==> src/rtl/gates_vector_sequencer.sv <==
// Closed-loop stimulus/response sequencer for the GATES block.
// Walks A/B through the Gray-ordered vectors 00,01,11,10, holds each one for
// SETTLE cycles, then spends one CHECK cycle comparing Y1..Y6 against the
// truth table. Reports a saturating error count, a sticky per-gate fail mask
// and PASS/DONE.
module gates_vector_sequencer #(
    parameter int SETTLE = 2,
    parameter int LOOPS  = 1,
    parameter int ERR_W  = 4
) (
    input  logic             clk_i,
    input  logic             rst_i,
    input  logic             start_i,
    input  logic             y1_i,
    input  logic             y2_i,
    input  logic             y3_i,
    input  logic             y4_i,
    input  logic             y5_i,
    input  logic             y6_i,
    output logic             a_o,
    output logic             b_o,
    output logic             busy_o,
    output logic             done_o,
    output logic             pass_o,
    output logic [ERR_W-1:0] err_cnt_o,
    output logic [5:0]       fail_mask_o,
    output logic [1:0]       vec_idx_o
);

    typedef enum logic [1:0] {S_IDLE, S_DRIVE, S_CHECK, S_DONE} state_t;

    localparam logic [7:0]       SETTLE_M1 = 8'(SETTLE - 1);
    localparam logic [7:0]       LOOPS_M1  = 8'(LOOPS - 1);
    localparam logic [ERR_W-1:0] ERR_MAX   = '1;

    state_t           state_q, state_d;
    logic [7:0]       settle_q, settle_d;
    logic [7:0]       loop_q, loop_d;
    logic [1:0]       vec_q, vec_d;
    logic             a_q, a_d, b_q, b_d;
    logic [ERR_W-1:0] err_q, err_d;
    logic [5:0]       mask_q, mask_d;

    logic [5:0] y_obs, y_exp, mism;
    logic [1:0] vec_nx;

    // Next-state, vector sequencing and result accumulation.
    always_comb begin
        state_d  = state_q;
        settle_d = settle_q;
        loop_d   = loop_q;
        vec_d    = vec_q;
        a_d      = a_q;
        b_d      = b_q;
        err_d    = err_q;
        mask_d   = mask_q;

        y_obs  = {y6_i, y5_i, y4_i, y3_i, y2_i, y1_i};
        y_exp  = {~(a_q ^ b_q), a_q ^ b_q, ~(a_q | b_q), ~(a_q & b_q), a_q | b_q, a_q & b_q};
        mism   = y_obs ^ y_exp;
        vec_nx = vec_q + 2'd1;

        case (state_q)
            S_IDLE, S_DONE: begin
                if (start_i) begin
                    state_d  = S_DRIVE;
                    settle_d = '0;
                    loop_d   = '0;
                    vec_d    = '0;
                    a_d      = 1'b0;
                    b_d      = 1'b0;
                    err_d    = '0;
                    mask_d   = '0;
                end
            end
            S_DRIVE: begin
                if (settle_q == SETTLE_M1) begin
                    state_d  = S_CHECK;
                    settle_d = '0;
                end else begin
                    settle_d = settle_q + 8'd1;
                end
            end
            S_CHECK: begin
                if (|mism && err_q != ERR_MAX) err_d = err_q + ERR_W'(1);
                mask_d = mask_q | mism;
                if (vec_q == 2'd3 && loop_q == LOOPS_M1) begin
                    state_d = S_DONE;
                end else begin
                    state_d = S_DRIVE;
                    vec_d   = vec_nx;
                    // Gray order: idx 0..3 -> AB 00,01,11,10
                    a_d     = vec_nx[1];
                    b_d     = vec_nx[1] ^ vec_nx[0];
                    if (vec_q == 2'd3) loop_d = loop_q + 8'd1;
                end
            end
            default: state_d = S_IDLE;
        endcase
    end

    // State and datapath registers with synchronous reset.
    always_ff @(posedge clk_i) begin
        if (rst_i) begin
            state_q  <= S_IDLE;
            settle_q <= '0;
            loop_q   <= '0;
            vec_q    <= '0;
            a_q      <= 1'b0;
            b_q      <= 1'b0;
            err_q    <= '0;
            mask_q   <= '0;
        end else begin
            state_q  <= state_d;
            settle_q <= settle_d;
            loop_q   <= loop_d;
            vec_q    <= vec_d;
            a_q      <= a_d;
            b_q      <= b_d;
            err_q    <= err_d;
            mask_q   <= mask_d;
        end
    end

    assign a_o         = a_q;
    assign b_o         = b_q;
    assign busy_o      = (state_q == S_DRIVE) || (state_q == S_CHECK);
    assign done_o      = (state_q == S_DONE);
    assign pass_o      = (state_q == S_DONE) && (err_q == '0);
    assign err_cnt_o   = err_q;
    assign fail_mask_o = mask_q;
    assign vec_idx_o   = vec_q;

endmodule

==> config.mk <==
export PLATFORM = sky130hd
export DESIGN_NAME = gates_vector_sequencer
export DESIGN_NICKNAME = d
export VERILOG_FILES = /design/src/rtl/gates_vector_sequencer.sv
export SDC_FILE = /design/constraint.sdc
export NUM_CORES = 1
export LEC_CHECK = 0
export CAP_MARGIN = 15
export CORE_MARGIN = 2
export CORE_UTILIZATION = 45
export CTS_CLUSTER_SIZE = 30
export DETAILED_ROUTE_END_ITERATION = 10
export DONT_BUFFER_PORTS = 1
export MAX_ROUTING_LAYER = met4
export PLACE_DENSITY_LB_ADDON = 0.05
export SYNTH_ARGS = -nofsm -noshare
export SYNTH_HDL_FRONTEND = slang
export SYNTH_SLANG_ARGS = --single-unit
export TNS_END_PERCENT = 100
==> constraint.sdc <==
create_clock -name clk_i -period 1.9 [get_ports clk_i]
set_input_delay 0.38 -clock clk_i [delete_from_list [all_inputs] [get_ports clk_i]]
set_output_delay 0.38 -clock clk_i [all_outputs]
set_load 0.01 [all_outputs]
* After elaboration in Yosys (flattened, before gate mapping)
Index checks and enable logic that the tools add are counted.
** Operators by class
- Div/mod/pow operators :: 0
- Shifts and indexed selects :: 0
- Bitwise operators :: 9
- $add $sub $neg :: 4
- Eq/ne operators :: 11
- Multiply operators :: 0
- Muxes and demuxes :: 23
- Reductions and logical operators :: 17
- Order comparisons :: 0
** Operators by type and width (count)
- 8-bit 2-to-1 mux :: 4
- 8-bit one-hot mux with 2 select lines :: 2
- 8-bit by 1-bit adder with 8-bit output (second input constant) :: 2
- 6-bit one-hot mux with 2 select lines :: 1
- 2-bit 2-to-1 mux :: 5
- 2-bit inequality test (second input constant) :: 5
- 8-bit by 1-bit equality test with 1-bit output (second input constant) :: 1
- 8-bit logical NOT :: 1
- 4-bit 2-to-1 mux :: 2
- 4-bit one-hot mux with 2 select lines :: 1
- 2-bit equality test (second input constant) :: 3
- 6-bit 2-to-1 mux :: 1
- 6-bit bitwise OR :: 1
- 2-bit one-hot mux with 3 select lines :: 1
- 2-bit AND reduction :: 3
- 3-bit AND reduction :: 2
- 6-bit OR reduction :: 1
- 6-bit XOR :: 1
- 4-bit by 1-bit adder with 4-bit output (second input constant) :: 1
- 4-bit logical NOT :: 1
- 4-bit inequality test (second input constant) :: 1
- 1-bit one-hot mux with 2 select lines :: 2
- 2-bit one-hot mux with 2 select lines :: 1
- 4-bit AND reduction :: 1
- other kinds (12) :: 20
** Word-level totals
- Output and inout bits :: 17
- Logic and storage cells :: 72
- Register bits :: 32
- RAM bits :: 0
- Latch bits :: 0
- Memories kept :: 0
- Memory bits (read-only) :: 0

* Depth between registers and ports, before layout
- Depth in word-level cells :: 7
- Depth in mapped cells :: 8
- Gate-level depth less buffers :: 7

* Least setup slack after synthesis
OpenSTA, ideal clock, no wires.
- Path type :: register to register
- Start point :: register state_q[0]
- End point :: register err_q[3] (netlist: err_cnt_o[3])
- Period minus slack after synthesis :: 1.943 ns
- Data arrival time :: 1.885 ns
- Cell stages (with the launch flop) :: 7
- Data required time :: 1.842 ns
- Setup time :: 0.058 ns
- Setup slack :: -0.043 ns
- Path through :: dfxtp_1 inv_1 ha_1 mux2i_1 or4b_2 o21ai_0 a31o_2
** Between the ends
- Longest elaborated chain between the ends :: 4
- Elaborated cells on any way between the ends :: 9
** Ends and longest elaborated chain
- start, declared :: RTL line 36 : state_t state_q, state_d;
- start signal, assigned :: RTL line 114 : state_q <= state_d;
- 2-bit equality test / 2-bit logical NOT (equally long branches) :: RTL line 63 : case (state_q)
- 2-bit OR reduction :: RTL line 63
- 2-bit inequality test (no line) / 2-bit nonzero test (equally long branches)
- 3-bit AND reduction (no line)
- end signal, assigned :: RTL line 120 : err_q <= err_d;
- end, declared :: RTL line 41 : logic [ERR_W-1:0] err_q, err_d;
Several ways; a longest one is shown, not always the timed one.
A chain may end at the register's enable or synchronous reset.

* Worst setup path after layout
- Start point :: register state_q[1]
- End point :: register err_q[3] (netlist: err_cnt_o[3])
Same word-level chain as after synthesis.

==> impl_metrics.json <==
{
  "status": "finished clean",
  "clk_pin_slew_worst_paths_ps": 60,
  "tightest_slew_ps": 616,
  "synth_common_cells": "31 x dfxtp_1, 30 x nor2_1, 15 x xor2_1",
  "yosys.area.top_type": "dfxtp_1",
  "floorplan.initialDensity_pct": 46.1,
  "gp_congestion": 0.771,
  "drcViolationCount": 0,
  "vdd_drop_max_mv": 0.390,
  "finClkSkew_ps": 4.32,
  "drt_iter0_drc": 59,
  "hold_class": "in2reg",
  "final-setup-viol-count": 0,
  "synth.top_cell.area_share_pct": 37.3,
  "synth.area.top_cells": "dfxtp_1 37%, ha_1 9.8%, xor2_1 7.9%, nor2_1 6.8%, a21oi_1 4.2%",
  "core_um2": 3610,
  "drive_above_1_share_pct": 23.4,
  "grt_usage_pct": 18.6,
  "dpl.hpwl_um": 2560,
  "rsz0062_at_grt": "true",
  "h-tree-depth": 2,
  "yosysMostFrequentCell": "dfxtp_1",
  "grt_pass1_vias": 1302,
  "numPortBuffers": 0,
  "worstPathMaxFanout": 6,
  "period_needed_ps": 1820,
  "power.total_mw": 1.54,
  "via_per_inst": 5.23,
  "ys.warnings.count": 0,
  "holdBufCountCts": 0,
  "die_area_um2": 4200,
  "fin_ws_ps": 79.6,
  "fp.dieH_um": 64.8,
  "critPathKind": "reg2reg",
  "ys_async_sr_fraction_pct": 0,
  "synth_nets": 212,
  "clk_latency_ps": 270,
  "dr.pass1.iters": 6,
  "synth_area_um2": 1660,
  "startpoint_type": "flop",
  "synth_edf_count": 0,
  "powerDensity_nw_per_um2": 755,
  "ys_seq_elements": 31,
  "syn_inst": 190,
  "place_ws_ps": -68.1,
  "fmax_ghz": 0.549,
  "area_growth_pct": 22.8,
  "layout.nets": 230,
  "yosysSeqAreaShare_pct": 37.3,
  "die_w_um": 64.8,
  "avgRoutedWirePerCell_um": 13.3,
  "ys_types": 41,
  "end_kind": "flop",
  "cts_root_buf": "clkbuf_8",
  "cts_tree": "yes",
  "max_slew_margin_pct": 58.5,
  "cp_data_arrival_time_ps": 2040,
  "grt_max_degree": 15,
  "antenna_found_initial": 0,
  "cts_inserted_buffers": 5,
  "ios": 26,
  "ant_nets": 0,
  "n_antenna_cell": 0,
  "tns_ps": 0,
  "synthFlopType": "dfxtp_1",
  "maxSlewViolCount": 0,
  "clkSinkCount": 31,
  "fill_cells": 339,
  "clockBufferDepth": 2,
  "syn_avg_cell_area_um2": 8.76,
  "overflow": 0,
  "rows": 22,
  "maxCapViolCount": 0,
  "grt_pass1_wl_um": 5890,
  "routed_wl_um": 3410,
  "timing_hold_violations_final": 0,
  "period_share_pct": 95.8,
  "required_ps": 2120,
  "leakage_nw": 0.800,
  "vias": 1345
}
-- registers in the layout, indices dropped and copies added (netlist names) --
| register | flops |
|---|---|
| vec_idx_o | 2 |
| loop_q | 8 |
| state_q | 2 |
| fail_mask_o | 6 |
| b_o | 1 |
| err_cnt_o | 4 |
| settle_q | 8 |
-- power breakdown --
| part | internal, mW | leakage (nW) | switching [mW] |
|---|---|---|---|
| clock network | 0.330 | 0.0515 | 0.232 |
| registers | 0.673 | 0.252 | 0.0213 |
| logic | 0.138 | 0.497 | 0.148 |
-- placed cells by master (no fill, tap or decap), types with 2 or more instances in the layout --
cell type  count
nand2b_1       3
nand3_1        4
nand4_1        7
nand2_1       13
clkbuf_8       7
dfxtp_1       28
nor2b_1        4
dfxtp_2        3
xor2_1        14
buf_4         16
ha_1          10
inv_1         10
ha_4           3
and3_1         3
xnor2_2        3
mux2i_1        2
xnor2_1        2
nor4_1         2
nor3_1         3
a21oi_1       14
nor2_1        30
-- worst paths after layout --
| kind | start | endpoint | slack, ps | cells after the start |
|---|---|---|---|---|
| hold reg to reg | fail_mask_o[2]$_SDFFE_PP0P_ | fail_mask_o[2]$_SDFFE_PP0P_ | 540 | 2 |
| setup / recovery | state_q[1]$_SDFFE_PP0P_ | err_cnt_o[3]$_SDFFE_PP0P_ | 80 | 5 |
| hold / removal | rst_i | state_q[0]$_SDFFE_PP0P_ | 150 | 1 |
| setup reg to reg | state_q[1]$_SDFFE_PP0P_ | err_cnt_o[3]$_SDFFE_PP0P_ | 80 | 5 |
-- cell type report --
| type | instances | area (µm²) | share of cell area (%) |
|---|---|---|---|
| multi-input combinational | 144 | 1100 | 53.9 |
| sequential | 31 | 624 | 30.6 |
| inverter | 10 | 37.5 | 1.84 |
| tap | 48 | 60.1 | 2.94 |
| clock buffer | 8 | 100 | 4.90 |
| timing repair buffer | 16 | 120 | 5.88 |
-- cells by family after synthesis --
kind of cell    after synthesis  synth area share, %
fa+ha+maj                    13                 9.77
mux                           4                 2.48
compound gates               28                 12.4
simple gates                 79                 23.6
buf+inv                      15                 3.91
xor+xnor                     20                 10.5
flops                        31                 37.3
-- through the flow --
step / util (%) / hold WS [ps] / area [µm²] / std cells
global placement: 50.6 / 446 / 1830 / 248
global route: 56.7 / 144 / 2040 / 257
CTS: 54.8 / 154 / 1980 / 257
finish: 56.7 / 154 / 2040 / 257
detailed placement: 50.6 / 450 / 1830 / 248
floorplan: - / 480 / 1680 / 190
-- worst max-delay path, cell delays in order, from the launching register on --
cell	delay (ps)
dfxtp_1	410
ha_4	260
mux2i_4	230
or4b_2	620
o21ai_1	150
a31o_2	100
-- routing by layer --
layer / wire [µm] / GRT usage, %
met1: 1590 / 22.0
met2: 1640 / 30.2
met3: 152 / 6.08
met4: 19 / 5.59
met5: 0 / -
-- timing repair --
item	CTS	global route
setup buffers	1	0
resized for setup	6	14
pin swaps	3	4
endpoints found under the setup margin	3	9
Power figures use the tool's default switching activity.
